==> src/rtl/lru_replace_ctrl.sv <==
// lru_replace_ctrl
//   Replacement controller for a 4-way set-associative cache. Holds a 2-bit
//   age per way per set (3 = most recent, 0 = LRU) plus a valid bit per way.
//   Lookups are serialised through IDLE -> UPDATE -> RESP, one per 3 cycles.
//
// Ports
//   clk         rising-edge clock
//   reset       asynchronous, active-high reset
//   flush       clears valid bits and re-initialises ages (acted on in IDLE)
//   req_valid   lookup result available
//   req_ready   controller can accept a lookup result
//   req_set     set index of the access
//   req_hit     1 = tag hit, 0 = miss
//   req_way     hit way (ignored on a miss)
//   done        one-cycle pulse when the update is complete
//   done_way    way touched (hit way or chosen victim), valid with done
//   done_evict  miss replaced a valid line, valid with done
//   err         hit reported on an invalid way, valid with done

module lru_replace_ctrl #(
    parameter int unsigned NUM_SETS = 8,
    parameter int unsigned SET_W    = 3
) (
    input  logic             clk,
    input  logic             reset,
    input  logic             flush,
    input  logic             req_valid,
    output logic             req_ready,
    input  logic [SET_W-1:0] req_set,
    input  logic             req_hit,
    input  logic [1:0]       req_way,
    output logic             done,
    output logic [1:0]       done_way,
    output logic             done_evict,
    output logic             err
);

    typedef enum logic [1:0] {StIdle, StUpdate, StResp} state_e;

    typedef logic [NUM_SETS-1:0][3:0][1:0] age_arr_t;

    // Every set starts with age == way index, a valid permutation of 0..3.
    function automatic age_arr_t init_ages();
        age_arr_t a;
        for (int s = 0; s < int'(NUM_SETS); s++) begin
            for (int w = 0; w < 4; w++) begin
                a[s][w] = 2'(w);
            end
        end
        return a;
    endfunction

    localparam age_arr_t AgeInit = init_ages();

    state_e                     state_q, state_d;
    age_arr_t                   age_q, age_d;
    logic [NUM_SETS-1:0][3:0]   valid_q, valid_d;
    logic [SET_W-1:0]           set_q, set_d;
    logic                       hit_q, hit_d;
    logic [1:0]                 way_q, way_d;
    logic                       evict_q, evict_d;
    logic                       err_q, err_d;

    logic [3:0][1:0]            cur_age;
    logic [3:0]                 cur_valid;
    logic [1:0]                 target;
    logic [1:0]                 tgt_age;

    // Target selection for the captured request.
    always_comb begin
        cur_age   = age_q[set_q];
        cur_valid = valid_q[set_q];
        target    = 2'd0;
        if (hit_q) begin
            target = way_q;
        end else if (!(&cur_valid)) begin
            // Descending scan so the lowest invalid index wins.
            for (int w = 3; w >= 0; w--) begin
                if (!cur_valid[w]) target = 2'(w);
            end
        end else begin
            for (int w = 0; w < 4; w++) begin
                if (cur_age[w] == 2'd0) target = 2'(w);
            end
        end
        tgt_age = cur_age[target];
    end

    always_comb begin
        state_d = state_q;
        age_d   = age_q;
        valid_d = valid_q;
        set_d   = set_q;
        hit_d   = hit_q;
        way_d   = way_q;
        evict_d = evict_q;
        err_d   = err_q;
        unique case (state_q)
            StIdle: begin
                if (flush) begin
                    age_d   = AgeInit;
                    valid_d = '0;
                end else if (req_valid) begin
                    set_d   = req_set;
                    hit_d   = req_hit;
                    way_d   = req_way;
                    state_d = StUpdate;
                end
            end
            StUpdate: begin
                // Only ages above the target's old age move down, which keeps
                // the set a permutation and prevents underflow.
                for (int w = 0; w < 4; w++) begin
                    if (2'(w) == target) begin
                        age_d[set_q][w] = 2'd3;
                    end else if (cur_age[w] > tgt_age) begin
                        age_d[set_q][w] = cur_age[w] - 2'd1;
                    end
                end
                valid_d[set_q][target] = 1'b1;
                way_d   = target;
                evict_d = !hit_q && (&cur_valid);
                err_d   = hit_q && !cur_valid[target];
                state_d = StResp;
            end
            StResp: begin
                state_d = StIdle;
            end
            default: state_d = StIdle;
        endcase
    end

    always_ff @(posedge clk or posedge reset) begin
        if (reset) begin
            state_q <= StIdle;
            age_q   <= AgeInit;
            valid_q <= '0;
            set_q   <= '0;
            hit_q   <= 1'b0;
            way_q   <= 2'd0;
            evict_q <= 1'b0;
            err_q   <= 1'b0;
        end else begin
            state_q <= state_d;
            age_q   <= age_d;
            valid_q <= valid_d;
            set_q   <= set_d;
            hit_q   <= hit_d;
            way_q   <= way_d;
            evict_q <= evict_d;
            err_q   <= err_d;
        end
    end

    assign req_ready  = (state_q == StIdle) && !flush && !reset;
    assign done       = (state_q == StResp);
    assign done_way   = done ? way_q : 2'd0;
    assign done_evict = done && evict_q;
    assign err        = done && err_q;

endmodule

==> config.mk <==
export PLATFORM = sky130hd
export DESIGN_NAME = lru_replace_ctrl
export DESIGN_NICKNAME = d
export VERILOG_FILES = /design/src/rtl/lru_replace_ctrl.sv
export SDC_FILE = /design/constraint.sdc
export NUM_CORES = 1
export LEC_CHECK = 0
export ABC_AREA = 1
export ABC_CLOCK_PERIOD_IN_PS = 4600
export CAP_MARGIN = 20
export CORE_ASPECT_RATIO = 0.9
export CORE_MARGIN = 2
export CORE_UTILIZATION = 40
export DETAILED_ROUTE_END_ITERATION = 10
export SYNTH_ARGS = -nofsm -noshare
export SYNTH_HDL_FRONTEND = slang
export SYNTH_SLANG_ARGS = --single-unit
==> constraint.sdc <==
create_clock -name clk -period 4.6 [get_ports clk]
set_clock_uncertainty 0.1 [all_clocks]
set_input_delay 0.69 -clock clk [delete_from_list [all_inputs] [get_ports clk]]
set_output_delay 0.69 -clock clk [all_outputs]
set_load 0.05 [all_outputs]
Word level (Yosys, flattened, before mapping)

Index checks and enable logic that the tools add are counted.

Add/subtract/negate cells: 4
Reductions and logical operators: 23
Muxes and demuxes: 55
Magnitude comparators: 8
Eq/ne operators: 8
Bitwise gates (word level): 6

Operators with widths:

| operator                                                            | number |
|---|---|
| 64-bit 2-to-1 mux                                                   | 12 |
| 64-bit bitwise mux                                                  | 4 |
| 64-bit OR                                                           | 4 |
| 64-bit one-hot mux with 2 select lines                              | 1 |
| 8-bit demux with 3-bit select                                       | 4 |
| 32-bit one-hot mux with 2 select lines                              | 1 |
| 32-bit 2-to-1 mux                                                   | 1 |
| 32-bit OR                                                           | 1 |
| 2-bit 2-to-1 mux                                                    | 15 |
| 8-bit binary-select mux with 3-bit select                           | 1 |
| 8-bit 2-to-1 mux                                                    | 2 |
| 4-bit binary-select mux with 3-bit select                           | 1 |
| 4-bit demux with 3-bit select                                       | 1 |
| 4-bit 2-to-1 mux                                                    | 3 |
| 2-bit logical NOT                                                   | 5 |
| 2-bit greater-than comparator                                       | 4 |
| 1-bit logical AND                                                   | 8 |
| 2-bit one-hot mux with 2 select lines                               | 2 |
| 2-bit by 1-bit subtractor with 2-bit output (second input constant) | 4 |
| 6-bit 2-to-1 mux                                                    | 1 |
| 2-bit != test (second input constant)                               | 3 |
| 3-bit AND reduction                                                 | 2 |
| 2-bit binary-select mux with 2-bit select                           | 1 |
| 2-bit equality test (first input constant)                          | 2 |
| 15 further kinds                                                    | 21 |

Logic and storage cells: 150
Flip-flop bits (word level): 106
Output and inout port bits: 6

Logic depth before layout (Yosys ltp)

Gate-level depths: netlist (run 1).

Depth in word-level cells: 26
Gate-level depth with buffers: 29

Least setup slack after synthesis (run 1)

OpenSTA, ideal clock, no wires.

Kind: register -> register
Start point: register set_q[0]
End point: register age_q[0] (netlist name)
Stages on the path, launching flop included: 29
Path slack: 91 ps
Data arrival time: 4291 ps
Buffers on the path: 5
Period minus slack after synthesis: 4509 ps
Cell sequence: dfrtp_1 -> buf_4 -> buf_6 -> nand2_1 -> inv_1 -> clkbuf_1 -> a22o_1 -> a221oi_1 -> nand2_1 -> inv_1 -> ha_1 -> inv_1 -> o21bai_1 -> nand3_2 -> nand3_2 -> nand2_2 -> inv_2 -> nor2_1 -> buf_4 -> buf_2 -> a221oi_1 -> ha_1 -> or3_1 -> nand2_2 -> nand2_2 -> nand2_4 -> nand2_1 -> nand2_1 -> nand2_1

Word-level cells in the longest chain between the ends: 26

RTL lines:

| what                                                                                                          | line   | source |
|---|---|---|
| from (decl)                                                                                                   | 58     | `logic [SET_W-1:0] set_q, set_d;` |
| from (signal assigned)                                                                                        | 147    | `set_q <= set_d;` |
| 4-bit binary-select mux with 3-bit select / 8-bit binary-select mux with 3-bit select (equally long branches) | 72, 71 |  |
| 4-bit 2-to-1 mux (implied by the code) / 8-bit 2-to-1 mux (equally long branches)                             | 72, 71 |  |
| 2-bit 2-to-1 mux / 2-bit logical NOT (equally long branches)                                                  | 79, 83 |  |
| 2-bit 2-to-1 mux / 1-bit 2-to-1 mux (equally long branches)                                                   | 79, 83 |  |
| 2-bit 2-to-1 mux (on tied branches) (2 in a row)                                                              | 79, 83 |  |
| 2-bit 2-to-1 mux                                                                                              | 76     | `end else if (!(&cur_valid)) begin` |
| 2-bit 2-to-1 mux                                                                                              | 74     | `if (hit_q) begin` |
| 2-bit binary-select mux with 2-bit select                                                                     | 86     | `tgt_age = cur_age[target];` |
| [... 9 more ...]                                                                                              | -      |  |
| 64-bit bitwise mux                                                                                            | 117    | `age_d[set_q][w] = cur_age[w] - 2'd1;` |
| 64-bit 2-to-1 mux                                                                                             | 116    | `end else if (cur_age[w] > tgt_age) begin` |
| 64-bit 2-to-1 mux                                                                                             | 114    | `if (2'(w) == target) begin` |
| 64-bit 2-to-1 mux                                                                                             | 98     | `unique case (state_q)` |
| 64-bit bitwise mux                                                                                            | 117    |  |
| 64-bit 2-to-1 mux                                                                                             | 116    |  |
| 64-bit 2-to-1 mux *                                                                                           | 114    |  |
| 64-bit one-hot mux with 2 select lines *                                                                      | 98     |  |
| to (signal assigned)                                                                                          | 136    | `age_q <= AgeInit;` |
| to (signal assigned)                                                                                          | 145    | `age_q <= age_d;` |
| to (decl)                                                                                                     | 56     | `age_arr_t age_q, age_d;` |

Every way passes the cells marked *; elsewhere a longest branch is shown, timed or not. The select of a mux whose other input is x is not followed.
A chain may end at the register's enable or synchronous reset.

Worst setup path in the final report (run 1)

Start point: register set_q[2]
End point: register age_q[45] (netlist name)

Same word-level chain as after synthesis.

==> flow_metrics.env, run 1 <==
export IMPL_worst_path_max_fanout=24
export IMPL_worst_pin_slew_ps=867
export IMPL_cp_depth=26
export IMPL_drt_initial_drc_count=751
export IMPL_fin_hold_ws_ps=378
export IMPL_finalCriticalPeriod_ps=4310
export IMPL_io_pin_count=16
export IMPL_die_x_um=146
export IMPL_pwr_share_comb_pct=52.9
export IMPL_drv_cap=0
export IMPL_status="finished clean"
export IMPL_antenna_diode_count=0
export IMPL_clock_power_share_pct=16.5
export IMPL_count_of_buffers_from_port_buffering=15
export IMPL_critical_path_max_stage_delay_ps=450
export IMPL_share_seq_of_total_power_pct=30.6
export IMPL_setup_worst_path_start_class="register"
export IMPL_floorplan_initialDensity_pct=40.8
export IMPL_globalRoute_totalOverflow=0
export IMPL_clock_fmax_ghz=0.232
export IMPL_postSynthRegisterBits=106
export IMPL_worst_path_buf_inv=6
export IMPL_r2r_cells=26
export IMPL_r2r_end="age_q[45]"
export IMPL_hold_class="register to register"
export IMPL_global_route_usage_total_pct=25.0
export IMPL_startpoint="set_q[2]"
export IMPL_total_power_after_layout_w=0.00473
export IMPL_static_leak_nw=4.09
export IMPL_required_ps=4810
export IMPL_routed_via_density=5.31
export IMPL_cts_tree="yes"
export IMPL_number_of_instances_in_the_synthesized_netlist=1106
export IMPL_syn_mean_instance_area_um2=6.52
export IMPL_setup_violations_final=0
export IMPL_cts_reportedPaths_clkPinSlew_ps=80
export IMPL_critical_path_reg2reg_startpoint="set_q[2]"
export IMPL_finalCoreUtilization_pct=45.9
export IMPL_synth_sequential_area_ratio_pct=37.3
export IMPL_place_detailed_hpwl_um=16100
export IMPL_floorplan_rows=46
export IMPL_internal_power_w=0.00238
export IMPL_criticalPathCategory="register to register"
export IMPL_clkLatencyLatePin_ps=370
export IMPL_first_pass_grt_wire_length_um=37900
export IMPL_share_of_the_cycle_needed_by_the_critical_path_after_routing_pct=93.8
export IMPL_synth_edf_count=0
export IMPL_yosysUniqueCellTypes=46
export IMPL_layout_setup_ws_ps=287
export IMPL_gp_routability_congestion=0.967
export IMPL_setup_tns_ps=0
export IMPL_cp_top_family="simple AND/OR/NAND/NOR gates"
export IMPL_drive_gt1_share_pct=14.5
export IMPL_timing_critical_path_to="age_q[45]"
export IMPL_cts_htree_levels=3
export IMPL_floorplan_die_area_um2=19100
export IMPL_sw_share_pct=49.6
export IMPL_detailroute_via_count=7265
export IMPL_setup_repair_after_global_routing_missed_its_margin="yes"
export IMPL_die_height_um=131
export IMPL_post_drt_wl_per_cell_um=17.1
export IMPL_timing_max_transition_violations_final=0
export IMPL_initial_antenna_violation_count=0
export IMPL_layout_area_overhead_vs_synth_pct=12.3
export IMPL_cts_hold_fix_buffers=0
export IMPL_cts_sinks=106
export IMPL_synth_nets=1123
export IMPL_first_pass_iteration_count_of_the_detailed_router=5
export IMPL_critPathArrivalTime_ps=4530
export IMPL_critPathCaptureType="register"
export IMPL_synth_area_um2=7210
export IMPL_hold_viol=0
export IMPL_pin_count_of_the_biggest_net_entering_global_routing=84
export IMPL_first_global_vias=6725
export IMPL_layout_nets=1141
export IMPL_dp_worst_setup_slack_ps=34.4
export IMPL_core_area_um2=17700
export IMPL_drc=0
export IMPL_power_per_cell_area_nw_per_um2=584
export IMPL_synth_top_flop_cell="sky130_fd_sc_hd__dfrtp_1"
export IMPL_post_synthesis_async_set_or_reset_flop_share_pct=100
export IMPL_slew_limit_headroom_pct=42.0
export IMPL_synth_yosys_warnings=0
export IMPL_r2r_slack_ps=290
export IMPL_finalWirelength_um=23400
export IMPL_worst_vdd_ir_v=0.000364
export IMPL_netSwitchingPower_w=0.00235
export IMPL_antenna_left=0
export IMPL_max_clock_path_buffers=2
export IMPL_critical_path_slowest_cell="sky130_fd_sc_hd__dfrtp_2"
export IMPL_clock_root_buffer="sky130_fd_sc_hd__clkbuf_16"
export IMPL_path_common_cell="sky130_fd_sc_hd__nand2_1"
export IMPL_tritoncts_num_buffers=9
==> final cells by class <==
| type | count | area (um^2) |
|---|---|---|
| Tap cell | 240 | 300 |
| Fill cell | 1794 | 9570 |
| Sequential cell | 106 | 2700 |
| Multi-Input combinational cell | 828 | 3880 |
| Inverter | 125 | 479 |
| Clock buffer | 9 | 225 |
| Timing Repair Buffer | 54 | 463 |
| Clock inverter | 7 | 63.8 |
==> logic make-up after synthesis <==
logic type      after synthesis  synth area share, %
flops                       106                 37.3
fa+ha+maj                     7                 1.21
compound gates              175                 13.9
simple gates                645                 37.7
buf+inv                     172                 9.78
xor+xnor                      1                0.121
==> Yosys cell counts (all sizes together) (7+ instances only) <==
cell type,count,area [um^2]
o22ai,11,68.8
a21oi,60,323
nand3b,7,56.3
dfstp,32,841
nor2,97,417
clkbuf,23,87.6
a221oi,8,70.1
o21ai,74,374
dfrtp,74,1850
nand2,456,1770
o31ai,8,60.1
buf,24,149
nand3,74,400
ha,7,87.6
inv,124,465
==> through the flow <==
stage	cells	instance area, um^2
final	1369	8100
after global routing	1369	8100
after CTS	1364	7980
after detailed placement	1348	7690
after global placement	1348	7690
after floorplan	1106	7210
==> state kept, by name, summed over array words and instances, names as in the netlist <==
register	cells
age_q	64
valid_q	32
set_q	3
state_q	2
way_q	2
err_q	1
evict_q	1
hit_q	1
==> cell usage in the layout, fill, tap and decap left out, types with 4 or more instances in the layout <==
cell	n
sky130_fd_sc_hd__inv_2	26
sky130_fd_sc_hd__inv_6	5
sky130_fd_sc_hd__a221oi_1	6
sky130_fd_sc_hd__nand2_4	6
sky130_fd_sc_hd__o31ai_1	8
sky130_fd_sc_hd__a21oi_1	54
sky130_fd_sc_hd__ha_1	7
sky130_fd_sc_hd__nand3b_1	6
sky130_fd_sc_hd__dfstp_2	32
sky130_fd_sc_hd__o21ai_1	8
sky130_fd_sc_hd__nand3_1	68
sky130_fd_sc_hd__clkdlybuf4s50_1	15
sky130_fd_sc_hd__clkbuf_16	9
sky130_fd_sc_hd__inv_1	95
sky130_fd_sc_hd__o21ai_0	65
sky130_fd_sc_hd__nor2_1	86
sky130_fd_sc_hd__o22ai_1	11
sky130_fd_sc_hd__dfrtp_1	71
sky130_fd_sc_hd__nor2_2	4
sky130_fd_sc_hd__buf_4	38
sky130_fd_sc_hd__nand3_2	6
sky130_fd_sc_hd__nor2_4	7
sky130_fd_sc_hd__nand2_2	8
sky130_fd_sc_hd__a21oi_2	6
sky130_fd_sc_hd__a22o_1	4
sky130_fd_sc_hd__nand2_1	440
==> worst min path at each step <==
stage | start | to | slack (ps) | cells after the start
2_1_floorplan | age_q[42] | age_q[42] | 350 | 2
3_3_place_gp | age_q[13] | age_q[13] | 360 | 2
3_5_place_dp | age_q[4] | age_q[4] | 370 | 2
4_1_cts | age_q[42] | age_q[42] | 370 | 2
5_1_grt | age_q[63] | age_q[63] | 390 | 2
6_report | age_q[42] | age_q[42] | 380 | 2
==> power by group through the flow <==
stage | clock network, W | logic (W) | registers [W]
CTS | 0.000796 | 0.00236 | 0.00144
floorplan | 0 | 0.00181 | 0.00138
detailed placement | 0 | 0.00235 | 0.00145
finish | 0.000779 | 0.00250 | 0.00145
global placement | 0 | 0.00234 | 0.00146
global route | 0.000833 | 0.00278 | 0.00148
==> worst register-to-register path, cell delays in order, from the launching register on <==
cell                         delay [ps]
sky130_fd_sc_hd__dfrtp_2            450
sky130_fd_sc_hd__inv_2               90
sky130_fd_sc_hd__nor2_4              50
sky130_fd_sc_hd__nand2_1            130
sky130_fd_sc_hd__clkinvlp_4         230
sky130_fd_sc_hd__a22o_1             230
sky130_fd_sc_hd__a221oi_1           200
sky130_fd_sc_hd__nand2_1            110
sky130_fd_sc_hd__inv_1              110
sky130_fd_sc_hd__ha_1               160
sky130_fd_sc_hd__inv_1               40
sky130_fd_sc_hd__o21bai_1           170
sky130_fd_sc_hd__nand3_2            110
sky130_fd_sc_hd__nand3_2            100
sky130_fd_sc_hd__nand2_2             90
sky130_fd_sc_hd__inv_2              100
sky130_fd_sc_hd__nor2_1              70
sky130_fd_sc_hd__a221oi_2           310
sky130_fd_sc_hd__buf_4              190
sky130_fd_sc_hd__ha_1               240
sky130_fd_sc_hd__o21ai_0            170
sky130_fd_sc_hd__nand3_1            200
sky130_fd_sc_hd__nand2_8            220
sky130_fd_sc_hd__nor2_2             130
sky130_fd_sc_hd__nor2_1             140
sky130_fd_sc_hd__nand2_1             60
sky130_fd_sc_hd__nand2_1             70
==> repair_timing <==
action,CTS,global route
endpoints found under the setup margin,0,64
resized for setup,0,16
setup buffers,0,4
==> per-layer routing <==
metal | track usage (%) | wire length (um) | vias to the layer above
met2 | 36.1 | 9990 | 311
met3 | 4.06 | 2010 | 31
met4 | 6.59 | 380 | 0
met5 | 0 | 0 | -
li1 | - | - | 3536
met1 | 38.4 | 11000 | 3387
Note: power is estimated with default switching activity, not from simulation.
==> run 2: changes to the inputs <==
--- a/config.mk
+++ b/config.mk
@@ -6,7 +6,7 @@
 export NUM_CORES = 1
 export LEC_CHECK = 0
 export ABC_AREA = 1
-export ABC_CLOCK_PERIOD_IN_PS = 4600
+export ABC_CLOCK_PERIOD_IN_PS = 5000
 export CAP_MARGIN = 20
 export CORE_ASPECT_RATIO = 0.9
 export CORE_MARGIN = 2
==> constraint.sdc (replaced) <==
create_clock -name clk -period 5 [get_ports clk]
set_clock_uncertainty 0.1 [all_clocks]
set_input_delay 0.75 -clock clk [delete_from_list [all_inputs] [get_ports clk]]
set_output_delay 0.75 -clock clk [all_outputs]
set_load 0.05 [all_outputs]
==> run 2 against run 1 <==
Effect of this change:
- setup slack improved by 55 ps
- clock power decreased by 6.8%
- combinational power decreased by 13%
- critical path type unchanged
- critical path depth shrank 3
- clock-buffer cell count unchanged
- wire length is 1.8% lower
- largest power group unchanged
==> flow_metrics.env, run 2 (synthesis results as in run 1) <==
export IMPL_clock_fmax_ghz=0.215
export IMPL_path_common_cell="sky130_fd_sc_hd__nand2_1"
export IMPL_antenna_diode_count=0
export IMPL_biggest_regs="age_q x64, valid_q x32, set_q x3"
export IMPL_r2r_end="age_q[57]"
export IMPL_worst_path_buf_inv=5
export IMPL_count_of_buffers_from_port_buffering=15
export IMPL_max_clock_path_buffers=2
export IMPL_power_per_cell_area_nw_per_um2=531
export IMPL_top_register="age_q"
export IMPL_finalCoreUtilization_pct=45.1
export IMPL_critical_path_reg2reg_startpoint="set_q[1]"
export IMPL_cts_hold_fix_buffers=0
export IMPL_mostFrequentLayoutCell="sky130_fd_sc_hd__nand2_1"
export IMPL_first_global_vias=6534
export IMPL_layout_nets=1130
export IMPL_hold_class="register to register"
export IMPL_clkLatencyLatePin_ps=370
export IMPL_tritoncts_num_buffers=9
export IMPL_globalRoute_totalOverflow=0
export IMPL_initial_antenna_violation_count=0
export IMPL_met3_usage_pct=4.69
export IMPL_slew_limit_headroom_pct=35.6
export IMPL_worst_vdd_ir_v=0.000369
export IMPL_setup_repair_after_global_routing_missed_its_margin="no"
export IMPL_post_drt_wl_per_cell_um=16.9
export IMPL_post_cts_resized=0
export IMPL_finalCriticalPeriod_ps=4660
export IMPL_floorplan_initialDensity_pct=40.8
export IMPL_status="finished clean"
export IMPL_hold_path_startpoint="age_q[31]"
export IMPL_share_of_the_cycle_needed_by_the_critical_path_after_routing_pct=93.2
export IMPL_setup_violations_final=0
export IMPL_criticalPathCategory="register to register"
export IMPL_global_route_usage_met1_pct=36.4
export IMPL_worst_pin_slew_ps=962
export IMPL_hold_viol=0
export IMPL_layout_area_overhead_vs_synth_pct=10.3
export IMPL_gp_routability_congestion=0.929
export IMPL_clock_root_buffer="sky130_fd_sc_hd__clkbuf_16"
export IMPL_largest_register_ffs=64
export IMPL_antenna_left=0
export IMPL_cts_htree_levels=3
export IMPL_top_usage_layer="met1"
export IMPL_core_area_um2=17700
export IMPL_floorplan_rows=46
export IMPL_highest_count_cells_in_the_layout_ignoring_fill_and_taps="sky130_fd_sc_hd__nand2_1 (440), sky130_fd_sc_hd__inv_1 (98), sky130_fd_sc_hd__nor2_1 (86), sky130_fd_sc_hd__dfrtp_1 (74), sky130_fd_sc_hd__nand3_1 (68)"
export IMPL_io_pin_count=16
export IMPL_hold_end="age_q[31]"
export IMPL_critical_path_slowest_cell="sky130_fd_sc_hd__dfrtp_1"
export IMPL_whs_path_depth=2
export IMPL_drv_cap=0
export IMPL_setup_worst_path_start_class="register"
export IMPL_fin_hold_ws_ps=380
export IMPL_place_detailed_hpwl_um=15700
export IMPL_pin_count_of_the_biggest_net_entering_global_routing=57
export IMPL_worst_path_max_fanout=12
export IMPL_startpoint="set_q[1]"
export IMPL_critPathCaptureType="register"
export IMPL_cts_post_setup_buffers_inserted=0
export IMPL_cts_tree="yes"
export IMPL_drt_initial_drc_count=693
export IMPL_detailroute_via_count=7042
export IMPL_die_x_um=146
export IMPL_drc=0
export IMPL_drive_gt1_share_pct=13.0
export IMPL_critPathArrivalTime_ps=4860
export IMPL_finalWirelength_um=22900
export IMPL_floorplan_die_area_um2=19100
export IMPL_setup_tns_ps=0
export IMPL_crit_chain="inv_2, nor2_2, nand2_1, inv_1, a221oi_1, nand2_1, inv_1, ha_1, o21bai_1, nand3_2, nand3_2, nand2_2, inv_2, nor2_1, a221oi_1, buf_4, ha_1, or3_1, nand2_2, nand2_2, o21ai_0, nand2_1, nand2_1"
export IMPL_required_ps=5210
export IMPL_global_route_usage_total_pct=24.4
export IMPL_cp_top_family="simple AND/OR/NAND/NOR gates"
export IMPL_r2r_slack_ps=340
export IMPL_die_height_um=131
export IMPL_r2r_cells=23
export IMPL_first_pass_iteration_count_of_the_detailed_router=6
export IMPL_cts_reportedPaths_clkPinSlew_ps=80
export IMPL_cts_sinks=106
export IMPL_first_pass_grt_wire_length_um=36600
export IMPL_static_leak_nw=4.04
export IMPL_timing_max_transition_violations_final=0
export IMPL_met2_track_utilization_from_global_routing_pct=35.2
export IMPL_critical_path_max_stage_delay_ps=480
export IMPL_routed_via_density=5.19
-- run 2: cell types whose count changed in the layout (fill, tap and decap cells not counted), moves of 3 or more --
cell / before / now
sky130_fd_sc_hd__inv_6: 5 / 1
sky130_fd_sc_hd__buf_4: 38 / 27
sky130_fd_sc_hd__inv_1: 95 / 98
sky130_fd_sc_hd__nand2_2: 8 / 12
sky130_fd_sc_hd__dfrtp_2: 3 / 0
sky130_fd_sc_hd__dfrtp_1: 71 / 74
-- run 2: worst max-delay path by stage --
stage,end,slack [ps],cells after the start
floorplan,age_q[0],490,28
global placement,age_q[57],540,24
detailed placement,age_q[57],420,24
CTS,age_q[41],380,24
global route,age_q[37],30,24
finish,age_q[57],340,23
-- run 2: final cells by class --
| type | count | area [um^2] |
|---|---|---|
| inverter | 125 | 472 |
| sequential | 106 | 2690 |
| multi-input combinational | 828 | 3820 |
| timing repair buffer | 43 | 380 |
| tap | 240 | 300 |
| fill | 1865 | 9710 |
| clock buffer | 9 | 225 |
| clock inverter | 7 | 68.8 |
-- run 2: routing by layer --
layer / routed length (um) / share of wire [%] / vias to the layer above
met5: 0 / 0 / -
met4: 493 / 2.1 / 0
met2: 9660 / 42 / 249
met1: 11200 / 49 / 3232
met3: 1620 / 7.1 / 40
li1: - / - / 3521
-- run 2: power by group --
| group | switching [W] | total [W] | internal (W) |
|---|---|---|---|
| registers | 0.000179 | 0.00133 | 0.00115 |
| clock network | 0.000372 | 0.000726 | 0.000353 |
| logic | 0.00154 | 0.00217 | 0.000623 |
| total | 0.00210 | 0.00423 | 0.00213 |
-- run 2: worst min-delay path, cell delays in order, from the launching register on --
cell and delay (ps):
sky130_fd_sc_hd__dfstp_2 380, sky130_fd_sc_hd__nand2_1 60, sky130_fd_sc_hd__nand2_1 50
-- run 2: metrics by stage --
step	power (W)	instance area (um^2)	setup WS, ps	cells
detailed placement	0.00347	7640	425	1341
floorplan	0.00294	7210	491	1106
global route	0.00455	7960	30.7	1358
finish	0.00423	7960	342	1358
CTS	0.00420	7930	380	1357
global placement	0.00345	7640	545	1341
==> run 3: changes to the inputs <==
--- a/config.mk
+++ b/config.mk
@@ -12,6 +12,7 @@
 export CORE_MARGIN = 2
 export CORE_UTILIZATION = 40
 export DETAILED_ROUTE_END_ITERATION = 10
+export RECOVER_POWER = 25
 export SYNTH_ARGS = -nofsm -noshare
 export SYNTH_HDL_FRONTEND = slang
 export SYNTH_SLANG_ARGS = --single-unit
==> run 3 against run 2 <==
Effect of this change:
- the flow now finishes with violations (capacitance limit, slew limit)
- sequential share of layout area increased by 0.053 points
- non-clock buffer count unchanged
- final area decreased by 0.16%
- largest power group unchanged
- critical endpoint is now age_q[56]
- wire length increased by 0.23%
- highest routed layer unchanged
- critical path depth increased by 1
==> flow_metrics.env, run 3 (synthesis results as in run 1) <==
export IMPL_die_x_um=146
export IMPL_max_clock_path_buffers=2
export IMPL_layout_area_seq_um2=2690
export IMPL_routed_via_density=5.19
export IMPL_share_of_the_cycle_needed_by_the_critical_path_after_routing_pct=93.2
export IMPL_floorplan_die_area_um2=19100
export IMPL_setup_tns_ps=0
export IMPL_sw_share_pct=49.6
export IMPL_internal_power_w=0.00213
export IMPL_worst_pin_slew_ps=3170
export IMPL_drive_gt1_share_pct=12.7
export IMPL_layout_area_overhead_vs_synth_pct=10.2
export IMPL_cts_post_setup_buffers_inserted=0
export IMPL_clock_power_share_pct=17.1
export IMPL_cts_htree_levels=3
export IMPL_place_detailed_hpwl_um=15700
export IMPL_mostFrequentLayoutCell="sky130_fd_sc_hd__nand2_1"
export IMPL_required_ps=5140
export IMPL_timing_max_transition_violations_final=154
export IMPL_netSwitchingPower_w=0.00210
export IMPL_cts_reportedPaths_clkPinSlew_ps=80
export IMPL_highest_count_cells_in_the_layout_ignoring_fill_and_taps="sky130_fd_sc_hd__nand2_1 (440), sky130_fd_sc_hd__inv_1 (98), sky130_fd_sc_hd__nor2_1 (86), sky130_fd_sc_hd__dfrtp_1 (74), sky130_fd_sc_hd__nand3_1 (68)"
export IMPL_critPathCaptureType="register"
export IMPL_drt_initial_drc_count=754
export IMPL_dp_worst_setup_slack_ps=425
export IMPL_critical_path_slowest_cell="sky130_fd_sc_hd__dfrtp_1"
export IMPL_pin_count_of_the_biggest_net_entering_global_routing=57
export IMPL_top_register="age_q"
export IMPL_cts_tree="yes"
export IMPL_finalCoreUtilization_pct=45.0
export IMPL_initial_antenna_violation_count=0
export IMPL_layout_nets=1130
export IMPL_setup_worst_path_start_class="register"
export IMPL_biggest_regs="age_q x64, valid_q x32, set_q x3"
export IMPL_tritoncts_num_buffers=9
export IMPL_core_area_um2=17700
export IMPL_cts_sinks=106
export IMPL_count_of_buffers_from_port_buffering=15
export IMPL_crit_chain="inv_2, nor2_2, nand2_1, inv_1, a221oi_1, nand2_1, inv_1, ha_1, o21bai_1, nand3_2, nand3_2, nand2_2, inv_2, nor2_1, a221oi_1, buf_4, ha_1, or3_1, nand2_2, nand2_2, nand2_4, nand2_1, nand2_1, nand2_1"
export IMPL_post_drt_wl_per_cell_um=16.9
export IMPL_setup_repair_after_global_routing_missed_its_margin="no"
export IMPL_first_pass_grt_wire_length_um=36600
export IMPL_path_common_cell="sky130_fd_sc_hd__nand2_1"
export IMPL_setup_violations_final=0
export IMPL_detailroute_via_count=7053
export IMPL_io_pin_count=16
export IMPL_first_global_vias=6534
export IMPL_worst_vdd_ir_v=0.000370
export IMPL_worst_path_max_fanout=12
export IMPL_gp_routability_congestion=0.929
export IMPL_clock_fmax_ghz=0.215
export IMPL_failed_checks="capacitance limit, slew limit"
export IMPL_fin_hold_ws_ps=379
export IMPL_layout_setup_ws_ps=340
export IMPL_antenna_diode_count=0
export IMPL_slew_limit_headroom_pct=-112
export IMPL_power_per_cell_area_nw_per_um2=532
export IMPL_drc=0
export IMPL_hold_class="register to register"
export IMPL_clock_root_buffer="sky130_fd_sc_hd__clkbuf_16"
export IMPL_finalCriticalPeriod_ps=4660
export IMPL_share_seq_of_total_power_pct=31.6
export IMPL_status="complete, but fails checks"
export IMPL_finalWirelength_um=23000
export IMPL_n_fill_cell=1866
export IMPL_first_pass_iteration_count_of_the_detailed_router=5
export IMPL_clkLatencyLatePin_ps=370
export IMPL_globalRoute_totalOverflow=0
export IMPL_drv_cap=3
export IMPL_cts_hold_fix_buffers=0
export IMPL_critPathArrivalTime_ps=4800
export IMPL_multi_input_comb_area_um2=3820
export IMPL_static_leak_nw=4.03
export IMPL_critical_path_max_stage_delay_ps=490
export IMPL_floorplan_rows=46
export IMPL_die_height_um=131
export IMPL_hold_viol=0
export IMPL_largest_register_ffs=64
export IMPL_pwr_share_comb_pct=51.3
export IMPL_criticalPathCategory="register to register"
export IMPL_floorplan_initialDensity_pct=40.8
export IMPL_global_route_usage_total_pct=24.4
export IMPL_antenna_left=0
export IMPL_post_cts_resized=0
-- run 3: stage by stage --
stage	area, um^2	total power (W)	instances
after floorplan	7210	0.00294	1106
after global placement	7640	0.00345	1341
after detailed placement	7640	0.00347	1341
after CTS	7930	0.00420	1357
after global routing	7950	0.00455	1358
final	7950	0.00423	1358
-- run 3: layout make-up --
cell class / count / share of cell area, %
Inverter: 125 / 5.92
Timing Repair Buffer: 43 / 4.64
Clock buffer: 9 / 2.83
Clock inverter: 7 / 0.866
Sequential cell: 106 / 33.9
Multi-Input combinational cell: 828 / 48.1
Tap cell: 240 / 3.78
-- run 3: routing by layer --
metal	up-vias	wire, um	global-route usage [%]
met4	0	484	8.06
met3	38	1740	4.69
met5	-	0	0
met2	230	9720	35.2
li1	3517	-	-
met1	3268	11000	36.4
-- run 3: final timing paths --
kind / start / end / slack [ps] / depth (start not counted)
max: set_q[1] / age_q[56] / 340 / 24
min: age_q[31] / age_q[31] / 380 / 2
max reg2reg: set_q[1] / age_q[56] / 340 / 24
min reg2reg: age_q[31] / age_q[31] / 380 / 2
max in group asynchronous: reset / age_q[17] / 1000 / 3
min in group asynchronous: reset / set_q[1] / 1860 / 3
-- run 3: power groups by stage --
stage,registers [W],clock network (W),logic [W]
2_1_floorplan,0.00127,0,0.00167
3_5_place_dp,0.00134,0,0.00213
6_report,0.00133,0.000724,0.00217
5_1_grt,0.00136,0.000777,0.00240
3_3_place_gp,0.00134,0,0.00211
4_1_cts,0.00133,0.000741,0.00213
-- run 3: critical path: cells and delay by family, from the launching register on --
family	cells	cell delay, ps
AND/OR/NAND/NOR	14	1940
buffers and inverters	5	930
AO/OA/AOI/OAI	3	590
flip-flops	1	490
adder cells (fa/ha/maj)	2	470
